`config.mk`:
```
export PLATFORM = sky130hd
export DESIGN_NAME = riscv_if_stage
export DESIGN_NICKNAME = d
export VERILOG_FILES = /design/src/rtl/riscv_if_stage.sv
export SDC_FILE = /design/constraint.sdc
export NUM_CORES = 1
export LEC_CHECK = 0
export CORE_UTILIZATION = 40
export CTS_CLUSTER_SIZE = 40
export DETAILED_ROUTE_END_ITERATION = 12
export DONT_BUFFER_PORTS = 1
export HOLD_SLACK_MARGIN = 0.05
export SETUP_SLACK_MARGIN = 0.05
export SKIP_CTS_REPAIR_TIMING = 1
export SLEW_MARGIN = 30
export SYNTH_ARGS = -nofsm -noshare
export SYNTH_HDL_FRONTEND = slang
export SYNTH_SLANG_ARGS = --single-unit
export TNS_END_PERCENT = 30
```
`constraint.sdc`:
```
create_clock -name i_clk -period 9.3 [get_ports i_clk]
set_clock_uncertainty 0.1 [all_clocks]
set_input_delay 0.93 -clock i_clk [delete_from_list [all_inputs] [get_ports i_clk]]
set_output_delay 0.93 -clock i_clk [all_outputs]
set_load 0.01 [all_outputs]
```
`src/rtl/riscv_if_stage.sv`:
```
// Instruction-fetch stage: owns the fetch PC, issues single outstanding imem requests
// and buffers returned instructions in a 2-entry queue feeding the IF/ID register.
`ifndef XLEN
`define XLEN 32
`endif

module riscv_if_stage #(
    parameter logic [`XLEN-1:0] RESET_PC = 32'h0000_0000
) (
    input  logic              i_clk,
    input  logic              i_rst,
    input  logic              i_id_stall,
    input  logic              i_redirect,
    input  logic [`XLEN-1:0]  i_redirect_pc,
    output logic              o_imem_req,
    output logic [`XLEN-1:0]  o_imem_addr,
    input  logic              i_imem_gnt,
    input  logic              i_imem_rvalid,
    input  logic [`XLEN-1:0]  i_imem_rdata,
    output logic              o_if_valid,
    output logic [`XLEN-1:0]  o_if_instr,
    output logic [`XLEN-1:0]  o_if_pc,
    output logic [`XLEN-1:0]  o_if_pc_plus_4
);

    localparam logic [`XLEN-1:0] NOP = 32'h0000_0013;

    logic [`XLEN-1:0] pc_q;
    logic [`XLEN-1:0] pend_pc;
    logic             outstanding;
    logic             kill;
    logic [`XLEN-1:0] q_instr [2];
    logic [`XLEN-1:0] q_pc    [2];
    logic [1:0]       count;

    logic             grant;
    logic             resp;
    logic             push;
    logic             pop;
    logic [`XLEN-1:0] redirect_target;

    always_comb begin
        o_imem_req      = !i_rst && !i_redirect && !outstanding && (count < 2'd2);
        grant           = o_imem_req && i_imem_gnt;
        // A response is only honoured while one is actually owed; strays are ignored.
        resp            = i_imem_rvalid && outstanding;
        push            = resp && !kill && !i_redirect;
        pop             = (count != 2'd0) && !i_id_stall && !i_redirect;
        redirect_target = i_redirect_pc & ~32'h0000_0003;
    end

    always_ff @(posedge i_clk or posedge i_rst) begin
        if (i_rst) begin
            pc_q        <= RESET_PC;
            pend_pc     <= '0;
            outstanding <= 1'b0;
            kill        <= 1'b0;
            count       <= '0;
            q_instr[0]  <= '0;
            q_instr[1]  <= '0;
            q_pc[0]     <= '0;
            q_pc[1]     <= '0;
        end else begin
            if (grant) begin
                outstanding <= 1'b1;
            end else if (resp) begin
                outstanding <= 1'b0;
            end

            // The arriving response is the one kill guarded, so it always clears kill.
            if (resp) begin
                kill <= 1'b0;
            end else if (i_redirect && outstanding) begin
                kill <= 1'b1;
            end

            if (i_redirect) begin
                pc_q  <= redirect_target;
                count <= '0;
            end else begin
                if (grant) begin
                    pend_pc <= pc_q;
                    pc_q    <= pc_q + 32'd4;
                end
                case ({push, pop})
                    2'b01: begin
                        q_instr[0] <= q_instr[1];
                        q_pc[0]    <= q_pc[1];
                        count      <= count - 2'd1;
                    end
                    2'b10: begin
                        if (count == 2'd0) begin
                            q_instr[0] <= i_imem_rdata;
                            q_pc[0]    <= pend_pc;
                            count      <= 2'd1;
                        end else if (count == 2'd1) begin
                            q_instr[1] <= i_imem_rdata;
                            q_pc[1]    <= pend_pc;
                            count      <= 2'd2;
                        end
                    end
                    2'b11: begin
                        if (count == 2'd1) begin
                            q_instr[0] <= i_imem_rdata;
                            q_pc[0]    <= pend_pc;
                        end else begin
                            q_instr[0] <= q_instr[1];
                            q_pc[0]    <= q_pc[1];
                            q_instr[1] <= i_imem_rdata;
                            q_pc[1]    <= pend_pc;
                        end
                    end
                    default: ;
                endcase
            end
        end
    end

    always_comb begin
        o_imem_addr    = pc_q;
        o_if_valid     = (count != 2'd0);
        o_if_instr     = o_if_valid ? q_instr[0] : NOP;
        o_if_pc        = o_if_valid ? q_pc[0] : '0;
        o_if_pc_plus_4 = o_if_valid ? q_pc[0] + 32'd4 : '0;
    end

endmodule

```
==> out/qor.yml, run 1 <==
status:
  status: "complete, no violations"
clocking:
  clockRootBuffer: "clkbuf_16"
  clock_latency_ns: 0.42
  h-tree-depth: 4
  numCtsBuffers: 17
  clk_pin_slew_ns: 0.07
  cts_tree: "yes"
  clock_path_buffers: 2
  cts.sinks: 192
timing:
  rsz0062_at_grt: "false"
  fin_crit_ns: 3.93
  finalSetupTns_ns: 0
  final-hold-violation-count: 0
  timing.final.crit_share_pct: 42.3
  relSlewSlack_pct: 39.6
  fmax_ghz: 0.254
  maxSlewViolCount: 0
  worstMarginPinSlew_ns: 0.898
  finalSetupViolations: 0
synth:
  synth_area_leaders: "dfrtp_1 (50%), mux2_2 (7.6%), mux2i_1 (7.0%)"
  synth_edf_count: 0
  ys_types: 49
  synth_ff_type: "dfrtp_1"
  ys_seq_elements: 192
  ys_warn_count: 0
  syn_inst: 969
  synth_top_area_share_pct: 49.9
  synth_top_area_cell: "dfrtp_1"
  netlist_area_um2: 9620
  seq_area_frac_synth_pct: 49.9
  synth_most_common_cell: "dfrtp_1"
  synthArstFlopShare_pct: 100
  synth_common_cells: "dfrtp_1 (192), nand2_1 (126), nor2_1 (108), a21oi_1 (73), mux2i_1 (67)"
  syn_area_per_cell_um2: 9.93
cells_and_area:
  n_antenna_cell: 0
  final_area_um2: 10400
  syn_to_final_growth_pct: 8.27
  nets: 1008
  n_fill_cell: 2317
  drive_gt1_share_pct: 13.3
  final_core_util_pct: 44.2
setup_path:
  path_max_fanout: 14
  r2r_cells: 7
  crit_end: "o_if_pc_plus_4[31]"
  rrSetupSlack_ns: 6.28
  endpoint_kind: "output pin"
  rr_startpoint: "count[1]$_DFFE_PP0P_"
  r2r_end: "q_pc[58]$_DFFE_PP0P_"
  cp-start-kind: "flop"
  critPathKind: "flop to output pin"
  cp.arrival_ns: 2.90
  cp-startpoint: "q_pc[44]$_DFFE_PP0P_"
  critPathRequiredTime_ns: 8.27
detailed_routing:
  drtIter0Drc: 484
  drc: 0
  drt-total-wl_um: 22400
  first_pass_iters: 5
  ant_nets: 0
  via_count: 6828
  avgViaCountPerCell: 5.39
  wl_per_cell_um: 17.7
floorplanning:
  die_w_um: 157
  ios: 200
  start_util_pct: 40.9
  die-area_um2: 24700
  core_um2: 23500
  die_y_um: 157
  num_rows: 56
global_routing:
  antenna_found_initial: 0
  grt_util_met1_pct: 28.2
  grt_pass1_wl_um: 35400
  grt_pass1_vias: 6340
  grtUsageMet2_pct: 26.3
  grt_util_met3_pct: 4.07
  grt-ovfl-total: 0
  grt_max_degree: 126
  grtUsageTotal_pct: 18.6
  grt_busiest_layer: "met1"
place:
  dp_hpwl_um: 15200
  gp_congestion: 0.881
  portBuffers: 0
  dpl_cell_area_um2: 9850
worst_hold_path:
  hold_path_class: "input port to async pin"
power_and_ir_drop:
  power.total_uw: 3000
  p_per_area_nw_per_um2: 288
  ir_drop_uv: 128
  power_leakage_uw: 0.00434
job:
  maxCapViolations: 0
[per-layer routing]
metal	vias up	wire, um
met5	-	0
met4	0	359
met3	25	1410
met2	223	9530
met1	3337	11100
li1	3243	-
[critical path, stage by stage (launching register included)]
cell and delay [ns]:
dfrtp_1 0.45, and4_1 0.30, nand4_1 0.45, nor2_1 0.32, nor4b_1 0.51, mux2_2 0.46
[power by group]
group	total, uW	internal [uW]	switching (uW)
clock	698	371	327
combinational	904	352	552
sequential	1400	1110	284
[per-stage QoR]
step                setup slack (ns)  hold WS, ns  cells
floorplan                       3.04        0.362    970
detailed placement              5.72        0.387   1234
global route                    5.04        0.420   1266
CTS                             5.23        0.410   1266
finish                          5.37        0.388   1266
global placement                5.66        0.382   1233
[sequential cells by signal, indices dropped and copies added, names as in the netlist]
register	flops
q_instr	64
q_pc	64
o_imem_addr	30
pend_pc	30
count	2
kill	1
outstanding	1
[kinds of logic after synthesis]
kind of cell	count (synthesis)	share of synthesized area (%)
AOI/OAI and AO/OA	118	6.78
DFF	192	49.9
buffers and inverters	77	3.62
xor gates and xnor gates	43	3.92
muxes	132	14.6
and+or+nand+nor	402	20.6
adders and majority gates	4	0.520
other	1	0.0390
[worst min path at each step]
stage | start | end | slack (ns) | cells past startpoint
floorplan | pend_pc[22]$_DFFE_PP0P_ | pend_pc[22]$_DFFE_PP0P_ | 0.36 | 2
global placement | q_pc[0]$_DFFE_PP0P_ | q_pc[0]$_DFFE_PP0P_ | 0.38 | 1
detailed placement | q_pc[0]$_DFFE_PP0P_ | q_pc[0]$_DFFE_PP0P_ | 0.39 | 1
CTS | q_instr[0]$_DFFE_PP0P_ | q_instr[0]$_DFFE_PP0P_ | 0.41 | 1
global route | q_instr[0]$_DFFE_PP0P_ | q_instr[0]$_DFFE_PP0P_ | 0.42 | 1
finish | i_rst | outstanding$_DFFE_PP0P_ | 0.39 | 1
[cell usage in the layout (no fill, tap or decap), drive strengths merged, types with 2 or more instances in the layout]
cell type / instances
or2: 5
mux2: 65
nor4b: 3
a21boi: 2
nand3b: 3
o21ai: 27
o311ai: 2
nand4: 21
nor2: 108
nor3: 14
xor2: 19
nand2: 126
a211o: 2
conb: 2
ha: 4
nor4: 14
xnor2: 24
clkinv: 5
buf: 8
and3: 6
mux2i: 67
dfrtp: 192
or3: 5
inv: 20
o211ai: 5
a21oi: 73
nand3: 25
nor2b: 58
and4: 7
and2: 3
clkbuf: 20
[layout make-up]
class / count / area (um^2) / share of cell area (%)
clock inverters: 12 / 97.6 / 0.937
inverters: 14 / 60.1 / 0.577
well taps: 319 / 399 / 3.83
repair buffers: 8 / 80.1 / 0.769
flip-flops and latches: 192 / 4800 / 46.1
clock buffers: 20 / 467 / 4.48
multi-input cells: 701 / 4510 / 43.3
Note: power is estimated with default switching activity, not from simulation.
==> run 2, diff against run 1 <==
==> constraint.sdc (replaced) <==
create_clock -name i_clk -period 3.23 [get_ports i_clk]
set_clock_uncertainty 0.1 [all_clocks]
set_input_delay 0.323 -clock i_clk [delete_from_list [all_inputs] [get_ports i_clk]]
set_output_delay 0.323 -clock i_clk [all_outputs]
set_load 0.01 [all_outputs]
==> out/qor.yml, run 2 (same netlist as run 1, synthesis figures left out) <==
timing:
  relSlewSlack_pct: 44.5  # +5.0 points
  maxSlewViolCount: 0  # unchanged
  fin_ws_ns: 0.391  # -4.97 ns
  timing.final.crit_share_pct: 87.9
  finalSetupTns_ns: 0  # unchanged
  fin_crit_ns: 2.84
  rsz0062_at_grt: "false"
  final-hold-violation-count: 0  # unchanged
  finalSetupViolations: 0  # unchanged
  worstMarginPinSlew_ns: 0.830  # -0.0684 ns
  fmax_ghz: 0.352
detailed_routing:
  via_count: 6974  # +2.1%
  drt-total-wl_um: 23300  # +4.3%
  avgViaCountPerCell: 5.20  # -3.5%
  ant_nets: 0  # unchanged
  drtIter0Drc: 519  # +7.2%
  first_pass_iters: 5  # unchanged
  drc: 0  # unchanged
  wl_per_cell_um: 17.4  # -1.5%
global_routing:
  grt-ovfl-total: 0  # unchanged
  grt_max_degree: 98  # -22%
  grtUsageTotal_pct: 18.6  # about the same
  grt_pass1_vias: 6199  # -2.2%
  antenna_found_initial: 0  # unchanged
  grt_pass1_wl_um: 35500  # +0.37%
setup_path:
  path_max_fanout: 7  # -7
  worstPathCellList: "nand4_1 > or2_2 > nor4b_2 > buf_4 > mux2_2"
  cp-start-kind: "flop"
  cpPeakStageDelay_ns: 0.48  # -0.03 ns
  crit_slowest_cell: "dfrtp_1"
  critPathKind: "flop to output pin"
  endpoint_kind: "output pin"
  critPathRequiredTime_ns: 2.81  # -5.46 ns
  r2r_cells: 6  # -1
  cp.arrival_ns: 2.42  # -0.48 ns
cells_and_area:
  final_common_cell: "dfrtp_1"
  drive_gt1_share_pct: 13.3  # +0.015 points
  syn_to_final_growth_pct: 16.7
  final_cells: 1340  # +5.8%
  n_antenna_cell: 0  # unchanged
  top_regs: "q_instr: 64 flops, q_pc: 64 flops"
  final_core_util_pct: 47.7  # +3.4 points
  nets: 1082  # +7.3%
  layout_common_cells: "dfrtp_1 (192), nand2_1 (126), nor2_1 (108)"
floorplanning:
  start_util_pct: 40.9  # unchanged
  num_rows: 56  # unchanged
  core_um2: 23500  # unchanged
  ios: 200  # unchanged
  die-area_um2: 24700  # unchanged
  die_y_um: 157  # unchanged
  die_w_um: 157  # unchanged
place:
  gp_congestion: 0.862  # -2.1%
  dp_hpwl_um: 15700  # +3.3%
  post-place-ws_ns: 0.448  # -5.27 ns
  placed_cells_incl_taps: 1243  # +0.73%
  portBuffers: 0  # unchanged
power_and_ir_drop:
  power.total_uw: 8810  # +190%
  ir_drop_uv: 450  # +250%
  p_per_area_nw_per_um2: 785  # +170%
  power_leakage_uw: 0.00466  # +7.6%
clocking:
  numCtsBuffers: 17  # unchanged
  clock_path_buffers: 2  # unchanged
  cts_tree: "yes"
  clk_pin_slew_ns: 0.07  # about the same
  cts.sinks: 192  # unchanged
  clock_latency_ns: 0.42  # about the same
  h-tree-depth: 4  # unchanged
  clockRootBuffer: "clkbuf_16"
status:
  status: "complete, no violations"
job:
  maxCapViolations: 0  # unchanged
worst_hold_path:
  min_path_cells: 2
  hold_path_class: "input port to flop"
run 2: changes by cell type in the layout (fill, tap and decap cells not counted), moves of 2 or more:
cell	before	now
inv_6	4	1
buf_4	5	11
clkinv_2	3	1
dlygate4sd3_1	0	64
buf_12	1	6
inv_8	3	1
clkinvlp_4	1	5
run 2: final timing paths:
check                                         from                          end  slack (ns)
max                           q_pc[54]$_DFFE_PP0P_           o_if_pc_plus_4[31]        0.39
min                               i_imem_rdata[25]      q_instr[57]$_DFFE_PP0P_        0.02
max reg2reg                   count[1]$_DFFE_PP0P_  o_imem_addr[26]$_DFFE_PP0P_        0.48
min reg2reg                pend_pc[17]$_DFFE_PP0P_      pend_pc[17]$_DFFE_PP0P_        0.40
max in group asynchronous                    i_rst      q_instr[28]$_DFFE_PP0P_        1.79
min in group asynchronous                    i_rst   o_imem_addr[6]$_DFFE_PP0P_        0.40
run 2: layout make-up:
class / count / area [um^2]
repair buffers: 82 / 855
well taps: 319 / 399
fillers: 2218 / 12300
inverters: 14 / 56.3
multi-input cells: 701 / 4520
clock inverters: 10 / 103
clock buffers: 22 / 484
flip-flops and latches: 192 / 4800
run 2: report_power, final:
group / internal, uW / total [uW] / switching [uW]
sequential: 3200 / 4020 / 819
clock: 1160 / 2090 / 937
combinational: 1070 / 2690 / 1620
total: 5430 / 8810 / 3370
run 2: critical path: cells and delay by family, from the launching register on:
| family | cells | cell delay (ns) |
|---|---|---|
| flops | 1 | 0.48 |
| buf+inv | 1 | 0.18 |
| simple gates | 3 | 0.96 |
| mux | 1 | 0.37 |
run 2: per-stage QoR:
step	hold slack [ns]	instance area (um^2)
3_3_place_gp	0.247	9960
6_report	0.0207	11200
2_1_floorplan	0.313	9630
5_1_grt	0.0475	11200
4_1_cts	-0.211	10600
3_5_place_dp	0.252	9960
run 2: layer usage:
layer  part of all wire (%)  track usage (%)
met5                      0                0
met4                   0.95             5.59
met3                    5.3             3.91
met2                     44             26.8
met1                     50             28.0
